==> config.mk <==
export PLATFORM = sky130hd
export DESIGN_NAME = tpu_uart_host
export DESIGN_NICKNAME = d
export VERILOG_FILES = /design/src/rtl/tpu_pkg.sv /design/src/rtl/uart_host_phy.sv /design/src/rtl/tpu_uart_host.sv
export SDC_FILE = /design/constraint.sdc
export NUM_CORES = 1
export LEC_CHECK = 0
export CAP_MARGIN = 10
export CORE_MARGIN = 5
export CORE_UTILIZATION = 25
export CTS_BUF_LIST = sky130_fd_sc_hd__clkbuf_4 sky130_fd_sc_hd__clkbuf_8 sky130_fd_sc_hd__clkbuf_16
export DETAILED_ROUTE_END_ITERATION = 8
export MAX_ROUTING_LAYER = met4
export PLACE_DENSITY_LB_ADDON = 0.3
export SYNTH_ARGS = -nofsm -noshare
export SYNTH_HDL_FRONTEND = slang
export SYNTH_HIERARCHICAL = 1
export SYNTH_SLANG_ARGS = --single-unit
==> constraint.sdc <==
create_clock -name clk -period 3.5 [get_ports clk]
set_clock_uncertainty 0.1 [all_clocks]
set_input_delay 1.05 -clock clk [delete_from_list [all_inputs] [get_ports clk]]
set_output_delay 1.05 -clock clk [all_outputs]
set_load 0.02 [all_outputs]
==> src/rtl/tpu_pkg.sv <==
// Shared types and constants for the TPU UART host: FSM states, response status codes,
// length limits and the request-length clamp helpers.
package tpu_pkg;

  typedef enum logic [2:0] {
    StIdle,
    StSendCmd,
    StSendPayload,
    StWaitResp,
    StRespOut
  } host_state_e;

  localparam logic [1:0] ST_OK        = 2'b00;
  localparam logic [1:0] ST_TIMEOUT   = 2'b01;
  localparam logic [1:0] ST_FRAME_ERR = 2'b10;

  localparam logic [3:0] MAX_PAYLOAD_LEN = 4'd8;
  localparam logic [2:0] MAX_RESP_LEN    = 3'd4;

  function automatic logic [3:0] clamp_len(input logic [3:0] len);
    return (len > MAX_PAYLOAD_LEN) ? MAX_PAYLOAD_LEN : len;
  endfunction

  function automatic logic [2:0] clamp_resp_len(input logic [2:0] len);
    return (len > MAX_RESP_LEN) ? MAX_RESP_LEN : len;
  endfunction

endpackage

==> src/rtl/uart_host_phy.sv <==
// 8N1 UART PHY: TX serializer and RX synchronizer/deserializer with a byte-level interface.
// rx_start (confirmed start bit) exists only when TPU_UART_HOST_TIMEOUT_EN is defined.
module uart_host_phy #(
  parameter int unsigned BIT_CYC = 16
) (
  input  logic       clk,
  input  logic       rst,
  input  logic       tx_valid,
  output logic       tx_ready,
  input  logic [7:0] tx_data,
  output logic       uart_tx,
  input  logic       uart_rx,
  output logic       rx_valid,
  input  logic       rx_ready,
  output logic [7:0] rx_data,
  output logic       rx_frame_err
`ifdef TPU_UART_HOST_TIMEOUT_EN
  ,
  output logic       rx_start
`endif
);

  localparam int unsigned CntW = (BIT_CYC > 1) ? $clog2(BIT_CYC) : 1;
  localparam logic [CntW-1:0] BitLast  = CntW'((BIT_CYC > 0) ? BIT_CYC - 1 : 0);
  localparam logic [CntW-1:0] HalfLast = CntW'((BIT_CYC / 2 > 0) ? BIT_CYC / 2 - 1 : 0);

  // ---------------- TX ----------------
  logic            tx_active_q;
  logic [3:0]      tx_bit_q;
  logic [CntW-1:0] tx_cnt_q;
  logic [8:0]      tx_shift_q;
  logic            tx_q;
  logic            tx_bit_end;

  assign tx_bit_end = (tx_cnt_q == BitLast);
  // Ready during the final stop-bit cycle so the next frame starts with no idle gap.
  assign tx_ready   = !tx_active_q || (tx_bit_q == 4'd9 && tx_bit_end);
  assign uart_tx    = tx_q;

  always_ff @(posedge clk) begin
    if (!rst) begin
      tx_active_q <= 1'b0;
      tx_bit_q    <= '0;
      tx_cnt_q    <= '0;
      tx_shift_q  <= '1;
      tx_q        <= 1'b1;
    end else if (tx_valid && tx_ready) begin
      tx_active_q <= 1'b1;
      tx_bit_q    <= '0;
      tx_cnt_q    <= '0;
      tx_shift_q  <= {1'b1, tx_data};
      tx_q        <= 1'b0;
    end else if (tx_active_q) begin
      if (tx_bit_end) begin
        tx_cnt_q <= '0;
        if (tx_bit_q == 4'd9) begin
          tx_active_q <= 1'b0;
          tx_q        <= 1'b1;
        end else begin
          tx_bit_q   <= tx_bit_q + 4'd1;
          tx_q       <= tx_shift_q[0];
          tx_shift_q <= {1'b1, tx_shift_q[8:1]};
        end
      end else begin
        tx_cnt_q <= tx_cnt_q + 1'b1;
      end
    end
  end

  // ---------------- RX ----------------
  logic            sync1_q, sync2_q, prev_q;
  logic            rx_active_q;
  logic [3:0]      rx_bit_q;
  logic [CntW-1:0] rx_cnt_q;
  logic [7:0]      rx_shift_q;
  logic            rx_done_q;
  logic            rx_err_q;
`ifdef TPU_UART_HOST_TIMEOUT_EN
  logic            rx_start_q;
  assign rx_start = rx_start_q;
`endif

  // A completed byte is offered for one cycle only; if not accepted it is dropped.
  assign rx_valid     = rx_done_q && rx_ready;
  assign rx_data      = rx_shift_q;
  assign rx_frame_err = rx_err_q;

  always_ff @(posedge clk) begin
    if (!rst) begin
      sync1_q     <= 1'b1;
      sync2_q     <= 1'b1;
      prev_q      <= 1'b1;
      rx_active_q <= 1'b0;
      rx_bit_q    <= '0;
      rx_cnt_q    <= '0;
      rx_shift_q  <= '0;
      rx_done_q   <= 1'b0;
      rx_err_q    <= 1'b0;
`ifdef TPU_UART_HOST_TIMEOUT_EN
      rx_start_q  <= 1'b0;
`endif
    end else begin
      sync1_q   <= uart_rx;
      sync2_q   <= sync1_q;
      prev_q    <= sync2_q;
      rx_done_q <= 1'b0;
`ifdef TPU_UART_HOST_TIMEOUT_EN
      rx_start_q <= 1'b0;
`endif
      if (!rx_active_q) begin
        if (prev_q && !sync2_q) begin
          rx_active_q <= 1'b1;
          rx_cnt_q    <= '0;
          rx_bit_q    <= '0;
        end
      end else if (rx_bit_q == 4'd0) begin
        // Confirm the start bit at half a bit period; glitches return to idle.
        if (rx_cnt_q == HalfLast) begin
          rx_cnt_q <= '0;
          if (!sync2_q) begin
            rx_bit_q <= 4'd1;
`ifdef TPU_UART_HOST_TIMEOUT_EN
            rx_start_q <= 1'b1;
`endif
          end else begin
            rx_active_q <= 1'b0;
          end
        end else begin
          rx_cnt_q <= rx_cnt_q + 1'b1;
        end
      end else begin
        if (rx_cnt_q == BitLast) begin
          rx_cnt_q <= '0;
          if (rx_bit_q == 4'd9) begin
            rx_active_q <= 1'b0;
            rx_done_q   <= 1'b1;
            rx_err_q    <= !sync2_q;
          end else begin
            rx_shift_q <= {sync2_q, rx_shift_q[7:1]};
            rx_bit_q   <= rx_bit_q + 4'd1;
          end
        end else begin
          rx_cnt_q <= rx_cnt_q + 1'b1;
        end
      end
    end
  end

endmodule

==> src/rtl/tpu_uart_host.sv <==
// Host-side UART command engine: sends a command byte plus payload, then collects a response.
// Define TPU_UART_HOST_TIMEOUT_EN to build the response watchdog (status 01).
module tpu_uart_host
  import tpu_pkg::*;
#(
  parameter int unsigned CLOCK_FREQ     = 100_000_000,
  parameter int unsigned BAUD_RATE      = 115200,
  parameter int unsigned TIMEOUT_CYCLES = 1_000_000
) (
  input  logic        clk,
  input  logic        rst,
  input  logic        req_valid,
  output logic        req_ready,
  input  logic [7:0]  req_cmd,
  input  logic [63:0] req_payload,
  input  logic [3:0]  req_len,
  input  logic [2:0]  req_resp_len,
  output logic        uart_tx,
  input  logic        uart_rx,
  output logic        rsp_valid,
  input  logic        rsp_ready,
  output logic [31:0] rsp_data,
  output logic [1:0]  rsp_status,
  output logic        busy
);

  localparam int unsigned BIT_CYC = CLOCK_FREQ / BAUD_RATE;

  host_state_e state_q, state_d;
  logic [63:0] payload_q, payload_d;
  logic [3:0]  len_q, len_d;
  logic [2:0]  resp_len_q, resp_len_d;
  logic [3:0]  idx_q, idx_d;
  logic [2:0]  rx_cnt_q, rx_cnt_d;
  logic [31:0] rsp_data_q, rsp_data_d;
  logic [1:0]  rsp_status_q, rsp_status_d;

  logic       tx_valid, tx_ready, phy_tx;
  logic [7:0] tx_data;
  logic       rx_valid, rx_ready, rx_frame_err;
  logic [7:0] rx_data;
`ifdef TPU_UART_HOST_TIMEOUT_EN
  logic        rx_start;
  logic [31:0] wd_q, wd_d;
`endif

  uart_host_phy #(
    .BIT_CYC (BIT_CYC)
  ) u_phy (
    .clk          (clk),
    .rst          (rst),
    .tx_valid     (tx_valid),
    .tx_ready     (tx_ready),
    .tx_data      (tx_data),
    .uart_tx      (phy_tx),
    .uart_rx      (uart_rx),
    .rx_valid     (rx_valid),
    .rx_ready     (rx_ready),
    .rx_data      (rx_data),
    .rx_frame_err (rx_frame_err)
`ifdef TPU_UART_HOST_TIMEOUT_EN
    ,
    .rx_start     (rx_start)
`endif
  );

  // Line and ready are forced while reset is held, not just after the first reset edge.
  assign uart_tx    = phy_tx | ~rst;
  assign req_ready  = rst && (state_q == StIdle);
  assign rsp_valid  = (state_q == StRespOut);
  assign rsp_data   = rsp_data_q;
  assign rsp_status = rsp_status_q;
  assign busy       = (state_q != StIdle);

  always_comb begin
    state_d      = state_q;
    payload_d    = payload_q;
    len_d        = len_q;
    resp_len_d   = resp_len_q;
    idx_d        = idx_q;
    rx_cnt_d     = rx_cnt_q;
    rsp_data_d   = rsp_data_q;
    rsp_status_d = rsp_status_q;
    tx_valid     = 1'b0;
    tx_data      = req_cmd;
    rx_ready     = 1'b0;
`ifdef TPU_UART_HOST_TIMEOUT_EN
    wd_d         = wd_q;
`endif

    unique case (state_q)
      StIdle: begin
        tx_valid = req_valid && req_ready;
        if (req_valid && req_ready) begin
          payload_d    = req_payload;
          len_d        = clamp_len(req_len);
          resp_len_d   = clamp_resp_len(req_resp_len);
          idx_d        = '0;
          rsp_data_d   = '0;
          rsp_status_d = ST_OK;
          state_d      = StSendCmd;
        end
      end

      // idx_q counts payload bytes already handed to the PHY.
      StSendCmd, StSendPayload: begin
        tx_data = payload_q[{idx_q[2:0], 3'b000} +: 8];
        if (tx_ready) begin
          if (idx_q < len_q) begin
            tx_valid = 1'b1;
            idx_d    = idx_q + 4'd1;
            state_d  = StSendPayload;
          end else if (resp_len_q == 3'd0) begin
            state_d = StRespOut;
          end else begin
            rx_cnt_d = '0;
            state_d  = StWaitResp;
`ifdef TPU_UART_HOST_TIMEOUT_EN
            wd_d     = '0;
`endif
          end
        end
      end

      StWaitResp: begin
        rx_ready = 1'b1;
`ifdef TPU_UART_HOST_TIMEOUT_EN
        wd_d = rx_start ? 32'd0 : wd_q + 32'd1;
`endif
        if (rx_valid) begin
          rsp_data_d[{rx_cnt_q[1:0], 3'b000} +: 8] = rx_data;
          if (rx_frame_err) begin
            rsp_status_d = ST_FRAME_ERR;
            state_d      = StRespOut;
          end else if (rx_cnt_q + 3'd1 == resp_len_q) begin
            state_d = StRespOut;
          end else begin
            rx_cnt_d = rx_cnt_q + 3'd1;
          end
        end
`ifdef TPU_UART_HOST_TIMEOUT_EN
        if (state_d == StWaitResp && !rx_start && wd_q == 32'(TIMEOUT_CYCLES - 1)) begin
          rsp_status_d = ST_TIMEOUT;
          state_d      = StRespOut;
        end
`endif
      end

      StRespOut: begin
        if (rsp_ready) state_d = StIdle;
      end

      default: state_d = StIdle;
    endcase
  end

  always_ff @(posedge clk) begin
    if (!rst) begin
      state_q      <= StIdle;
      payload_q    <= '0;
      len_q        <= '0;
      resp_len_q   <= '0;
      idx_q        <= '0;
      rx_cnt_q     <= '0;
      rsp_data_q   <= '0;
      rsp_status_q <= ST_OK;
`ifdef TPU_UART_HOST_TIMEOUT_EN
      wd_q         <= '0;
`endif
    end else begin
      state_q      <= state_d;
      payload_q    <= payload_d;
      len_q        <= len_d;
      resp_len_q   <= resp_len_d;
      idx_q        <= idx_d;
      rx_cnt_q     <= rx_cnt_d;
      rsp_data_q   <= rsp_data_d;
      rsp_status_q <= rsp_status_d;
`ifdef TPU_UART_HOST_TIMEOUT_EN
      wd_q         <= wd_d;
`endif
    end
  end

endmodule

==> flow_metrics.py, run 1 <==
metrics = {
    "synthesis": {
        "synth_top_family_by_area": "simple AND/OR/NAND/NOR gates",
        "avgSynthCellArea_um2": 8.62,
        "synth_cell_type_count": 72,
        "synth.top_cell.area_share": 0.436,
        "yosys_warnings": 6,
        "synth_mux_area_frac": 0.0842,
        "synth_area_leader_cell": "dfxtp_1",
        "synthXorXnorAreaFrac": 0.0205,
        "yosysSeqAreaShare": 0.436,
        "synthTopCellsByArea": "dfxtp_1, nand2_1, nand3_1",
        "synthSimpleGateAreaFrac": 0.275,
        "ys_seq_elements": 166,
        "synth-compound-area-share": 0.114,
        "mappedNetlistArea_um2": 7620,
        "yosys.area_share.adder": 0.0279,
        "syn-instance-count": 885,
        "synthFlopType": "dfxtp_1",
        "ys_async_sr_fraction": 0,
        "synthesis.nets": 986,
        "synth_edf_count": 0,
    },
    "pwr": {
        "p_comb_frac": 0.222,
        "switchingPower_mw": 1.80,
        "ir_drop_mv": 0.403,
        "leakage_nw": 3.72,
        "p_int_mw": 3.62,
        "swShare": 0.333,
        "powerDensity_nw_per_um2": 550,
        "p_seq_frac": 0.410,
        "clkPwrFrac": 0.368,
    },
    "critical_path": {
        "reg2reg_slack_ps": 640,
        "cp_cell_sequence": "or2_2 -> nor2_1 -> clkdlybuf4s50_1",
        "cp_slowest_cell": "clkdlybuf4s50_1",
        "crit_fanout": 9,
        "rr_worst_depth": 9,
        "r2r-start": "u_phy/tx_bit_q[0]",
        "path_buf_inv": 1,
        "critPathArrivalTime_ps": 2150,
        "end_kind": "primary output",
        "r2r_end": "u_phy/tx_shift_q[1]",
        "crit_required_ps": 2350,
        "crit_family": "buffers and inverters",
        "slowest_delay_ps": 660,
        "critPathKind": "reg2out",
        "critPathLaunchType": "flop",
    },
    "global_routing": {
        "grt_use_met2": 0.194,
        "busiest_layer": "met2",
        "grt_max_degree": 75,
        "grt_usage": 0.124,
        "grt_util_met3": 0.0237,
        "grt_pass1_wl_mm": 33.3,
        "grtUsageMet1": 0.169,
        "antenna_found_initial": 0,
        "overflow": 0,
        "grt_pass1_vias": 6354,
    },
    "status": {
        "status": "complete, no violations",
    },
    "clocking": {
        "cts_root_buf": "clkbuf_16",
        "path_clk_slew_ps": 70,
        "numCtsBuffers": 17,
        "cts_resized": 0,
        "cts_hold_buf": 0,
        "clk_latency_ps": 440,
        "cts.path.max_buffers": 2,
        "post_cts_buffers": 0,
        "cts_tree": "done",
        "cts_sinks": 166,
        "htree_levels": 4,
    },
    "floorplanning": {
        "die_x_um": 185,
        "fp.dieH_um": 185,
        "die_area_um2": 34100,
        "rows": 64,
        "initial_core_util": 0.251,
        "coreArea_um2": 30300,
        "pin_count": 122,
    },
    "cells_and_area": {
        "multiInputGateArea_um2": 4000,
        "diodes": 0,
        "final_nets": 1085,
        "stdcell_area_um2": 9870,
        "regArea_um2": 3320,
        "area_growth_pct": 29.4,
        "drive_gt1_frac": 0.0903,
        "fillCellCount": 3155,
    },
    "drt": {
        "num_vias": 6463,
        "wl_per_cell_um": 14.6,
        "drtIter0Drc": 444,
        "vias_per_cell": 4.64,
        "ant_nets": 0,
        "route.detailed.drc": 0,
        "drtPass1Iterations": 4,
        "wl_mm": 20.4,
    },
    "hold_path": {
        "hold_start": "u_phy/sync1_q",
        "hold_depth": 1,
        "hold_end": "u_phy/sync2_q",
        "worstHoldPathType": "reg2reg",
    },
    "timing": {
        "finalSetupTns_ps": 0,
        "slew_headroom": 0.412,
        "period_share": 0.944,
        "rsz0062_at_grt": "no",
        "worst_pin_slew_ps": 871,
        "max_freq_mhz": 303,
        "post-route-min-period_ps": 3300,
        "drv_slew": 0,
        "hold_viol_final": 0,
        "setup_viol": 0,
    },
    "flow_run": {
        "cap_violations": 0,
    },
    "placement": {
        "dp_hpwl_mm": 14.6,
        "place_area_um2": 9220,
        "portBuffers": 120,
        "finalWeightedCongestion": 0.788,
    },
}
power by group through the flow:
stage / sequential [mW] / clock [mW] / combinational, mW
2_1_floorplan: 2.20 / 0 / 0.886
4_1_cts: 2.22 / 2.05 / 1.23
6_report: 2.22 / 2.00 / 1.20
3_3_place_gp: 2.26 / 0 / 1.21
5_1_grt: 2.25 / 2.14 / 1.35
3_5_place_dp: 2.26 / 0 / 1.22
worst max-delay path by stage:
stage | start | cells after the start | end | slack [ps]
floorplan | rst | 5 | req_ready | 320
global placement | rst | 4 | req_ready | 440
detailed placement | rst | 8 | u_phy/tx_shift_q[5] | 390
CTS | state_q[0] | 3 | rsp_valid | 200
global route | state_q[1] | 3 | rsp_valid | 140
finish | state_q[0] | 3 | rsp_valid | 200
layout make-up:
class,count,area share
timing repair buffer,134,0.133
inverter,23,0.00875
multi-input combinational,642,0.405
sequential,166,0.337
clock buffer,17,0.0431
clock inverter,15,0.0224
tap,396,0.0502
cell usage in the layout (no fill, tap or decap), types with 6 or more instances in the layout:
cell             count
nand2_1            202
dfxtp_1            166
clkdlybuf4s50_1    119
nand3_1            104
nor2_1              55
a21oi_1             37
mux2i_1             27
inv_1               22
a22oi_1             18
ha_1                17
clkbuf_16           17
mux4_2              16
o21ai_0             15
buf_4               14
nand3b_1            12
nor3_1               9
xnor2_1              9
xor2_1               7
nand4_1              7
a2bb2oi_1            7
nand2b_1             6
or3_1                6
inv_12               6
through the flow:
step                      power [mW]  utilization  instances  setup slack [ps]  hold slack [ps]
after floorplan                 3.08            -        885               324              286
after global placement          3.47        0.304       1361               439              309
after detailed placement        3.49        0.304       1361               388              308
after CTS                       5.50        0.325       1393               199              326
after global routing            5.73        0.325       1393               144              329
final                           5.42        0.325       1393               196              318
flip-flops by register name, summed over array words and instances (netlist names), 3 cells and up:
signal / flops
payload_q: 64
rsp_data: 32
u_phy/rx_cnt_q: 10
u_phy/tx_cnt_q: 10
u_phy/rx_data: 8
u_phy/tx_shift_q: 8
idx_q: 4
len_q: 4
u_phy/rx_bit_q: 4
u_phy/tx_bit_q: 4
resp_len_q: 3
rx_cnt_q: 3
state_q: 3
Yosys cell counts, types with 4 or more instances:
| cell type | n |
|---|---|
| mux4_2 | 16 |
| or3_1 | 6 |
| a21oi_1 | 37 |
| inv_1 | 22 |
| a22oi_1 | 18 |
| buf_2 | 15 |
| and2_1 | 5 |
| xnor2_1 | 9 |
| nand3b_1 | 12 |
| nand2_1 | 202 |
| buf_1 | 12 |
| nand4_1 | 7 |
| dfxtp_1 | 166 |
| mux2i_1 | 27 |
| nand2b_1 | 6 |
| or4_1 | 4 |
| a2bb2oi_1 | 7 |
| xor2_1 | 7 |
| a211o_1 | 4 |
| clkbuf_1 | 24 |
| o21ai_0 | 15 |
| nand3_1 | 105 |
| nor2_1 | 55 |
| ha_1 | 17 |
| nor3_1 | 9 |
logic make-up (layout without fill, tap and decap cells):
kind of cell | count (synthesis) | after routing
flops | 166 | 166
simple gates | 443 | 443
mux | 44 | 44
fa+ha+maj | 17 | 17
buf+inv | 77 | 189
compound gates | 120 | 120
xor+xnor | 17 | 17
other cells | 1 | 1
routing by layer:
| metal | routed length, µm | vias up |
|---|---|---|
| li1 | - | 3296 |
| met4 | 156 | 0 |
| met3 | 761 | 12 |
| met1 | 10000 | 3017 |
| met2 | 9390 | 138 |
| met5 | 0 | - |
Note: power is estimated with default switching activity, not from simulation.
==> run 2: changes to the inputs <==
- CORE_UTILIZATION: 25 -> 40
- CTS_CLUSTER_DIAMETER: default -> 100
==> flow_metrics.py, run 2 (synthesis gave the netlist of run 1 again) <==
metrics = {
    "pwr": {
        "ir_drop_mv": 0.331,
        "powerDensity_nw_per_um2": 556,
        "leakage_nw": 3.71,
    },
    "cells_and_area": {
        "stdcell_count": 1231,
        "final_util": 0.513,
        "final_nets": 1085,
        "layout_common_cells": "nand2_1, dfxtp_1, clkdlybuf4s50_1",
        "largest-register": "payload_q",
        "area_growth_pct": 26.3,
        "final_common_cell": "nand2_1",
        "diodes": 0,
        "fillCellCount": 1763,
        "largest_reg_flops": 64,
        "drive_gt1_frac": 0.0903,
    },
    "floorplanning": {
        "rows": 50,
        "die_area_um2": 21900,
        "pin_count": 122,
        "die_x_um": 148,
        "fp.dieH_um": 148,
        "coreArea_um2": 18800,
        "initial_core_util": 0.406,
    },
    "timing": {
        "finalSetupTns_ps": 0,
        "whs_ps": 315,
        "rsz0062_at_grt": "no",
        "drv_slew": 0,
        "max_freq_mhz": 310,
        "slew_headroom": 0.395,
        "worst_pin_slew_ps": 896,
        "period_share": 0.922,
        "post-route-min-period_ps": 3230,
        "hold_viol_final": 0,
        "setup_viol": 0,
    },
    "drt": {
        "ant_nets": 0,
        "wl_per_cell_um": 15.7,
        "route.detailed.drc": 0,
        "num_vias": 6565,
        "vias_per_cell": 5.33,
        "drtPass1Iterations": 6,
        "wl_mm": 19.4,
        "drtIter0Drc": 400,
    },
    "clocking": {
        "cts_tree": "done",
        "cts_sinks": 166,
        "cts.path.max_buffers": 2,
        "cts_root_buf": "clkbuf_16",
        "cts_hold_buf": 0,
        "htree_levels": 4,
        "post_cts_buffers": 0,
        "path_clk_slew_ps": 70,
        "clk_latency_ps": 430,
        "cts_resized": 0,
        "numCtsBuffers": 17,
    },
    "critical_path": {
        "end_kind": "primary output",
        "crit_required_ps": 2350,
        "critPathArrivalTime_ps": 2080,
        "rr_worst_depth": 8,
        "cp_slowest_cell": "clkdlybuf4s50_1",
        "slowest_delay_ps": 610,
        "critPathKind": "reg2out",
        "r2r-start": "state_q[0]",
        "cp_cell_sequence": "nor3_4 -> inv_1 -> nor2_1 -> clkdlybuf4s50_1",
        "crit_path_start": "state_q[1]",
        "reg2reg_slack_ps": 710,
        "critPathLaunchType": "flop",
        "r2r_end": "rsp_data[21]",
        "crit_fanout": 8,
    },
    "status": {
        "status": "complete, no violations",
    },
    "hold_path": {
        "hold_depth": 1,
        "worstHoldPathType": "reg2reg",
        "hold_start": "u_phy/sync1_q",
        "hold_end": "u_phy/sync2_q",
    },
    "global_routing": {
        "overflow": 0,
        "grt_usage": 0.183,
        "grt_pass1_wl_mm": 32.1,
        "antenna_found_initial": 0,
        "grt_max_degree": 64,
        "grt_pass1_vias": 6494,
    },
    "placement": {
        "portBuffers": 120,
        "finalWeightedCongestion": 0.838,
        "dp_hpwl_mm": 13.7,
        "dp_cells": 1199,
    },
    "flow_run": {
        "cap_violations": 0,
    },
}
==> run 2: cell type report <==
cell class	count	area, µm²	area share
flip-flops and latches	166	3320	0.345
clock buffers	17	425	0.0442
inverters	23	86.3	0.00897
well taps	234	293	0.0304
multi-input cells	642	3990	0.414
repair buffers	134	1300	0.135
clock inverters	15	206	0.0214
==> run 2: report_power, final <==
group / leakage (nW) / switching, mW / internal (mW)
Sequential: 1.35 / 0.141 / 2.09
Combinational: 2.05 / 0.667 / 0.513
Clock: 0.303 / 0.910 / 1.04
Total: 3.71 / 1.72 / 3.64
==> run 2: worst max-delay path: cells and delay by family, from the launching register on <==
family                 cells  cell delay [ps]
DFF                        1              420
buffers and inverters      2              730
and+or+nand+nor            2              500
==> run 2: layer usage <==
layer | track usage | vias to the layer above | part of all wire
met3 | 0.0372 | 14 | 0.040
met4 | 0.0411 | 0 | 0.0094
met1 | 0.240 | 3125 | 0.47
met5 | - | - | 0
li1 | - | 3292 | -
met2 | 0.295 | 134 | 0.48
==> run 2: worst max path at each step <==
stage	cells past startpoint	endpoint
after floorplan	5	req_ready
after global placement	4	req_ready
after detailed placement	4	req_ready
after CTS	4	req_ready
after global routing	4	req_ready
final	4	req_ready
==> run 2: metrics by stage <==
| step | setup slack, ps | total power, mW | area, µm² |
|---|---|---|---|
| detailed placement | 318 | 3.45 | 9000 |
| finish | 272 | 5.36 | 9630 |
| CTS | 249 | 5.39 | 9630 |
| floorplan | 324 | 3.08 | 7620 |
| global placement | 312 | 3.43 | 9000 |
| global route | 136 | 5.63 | 9630 |
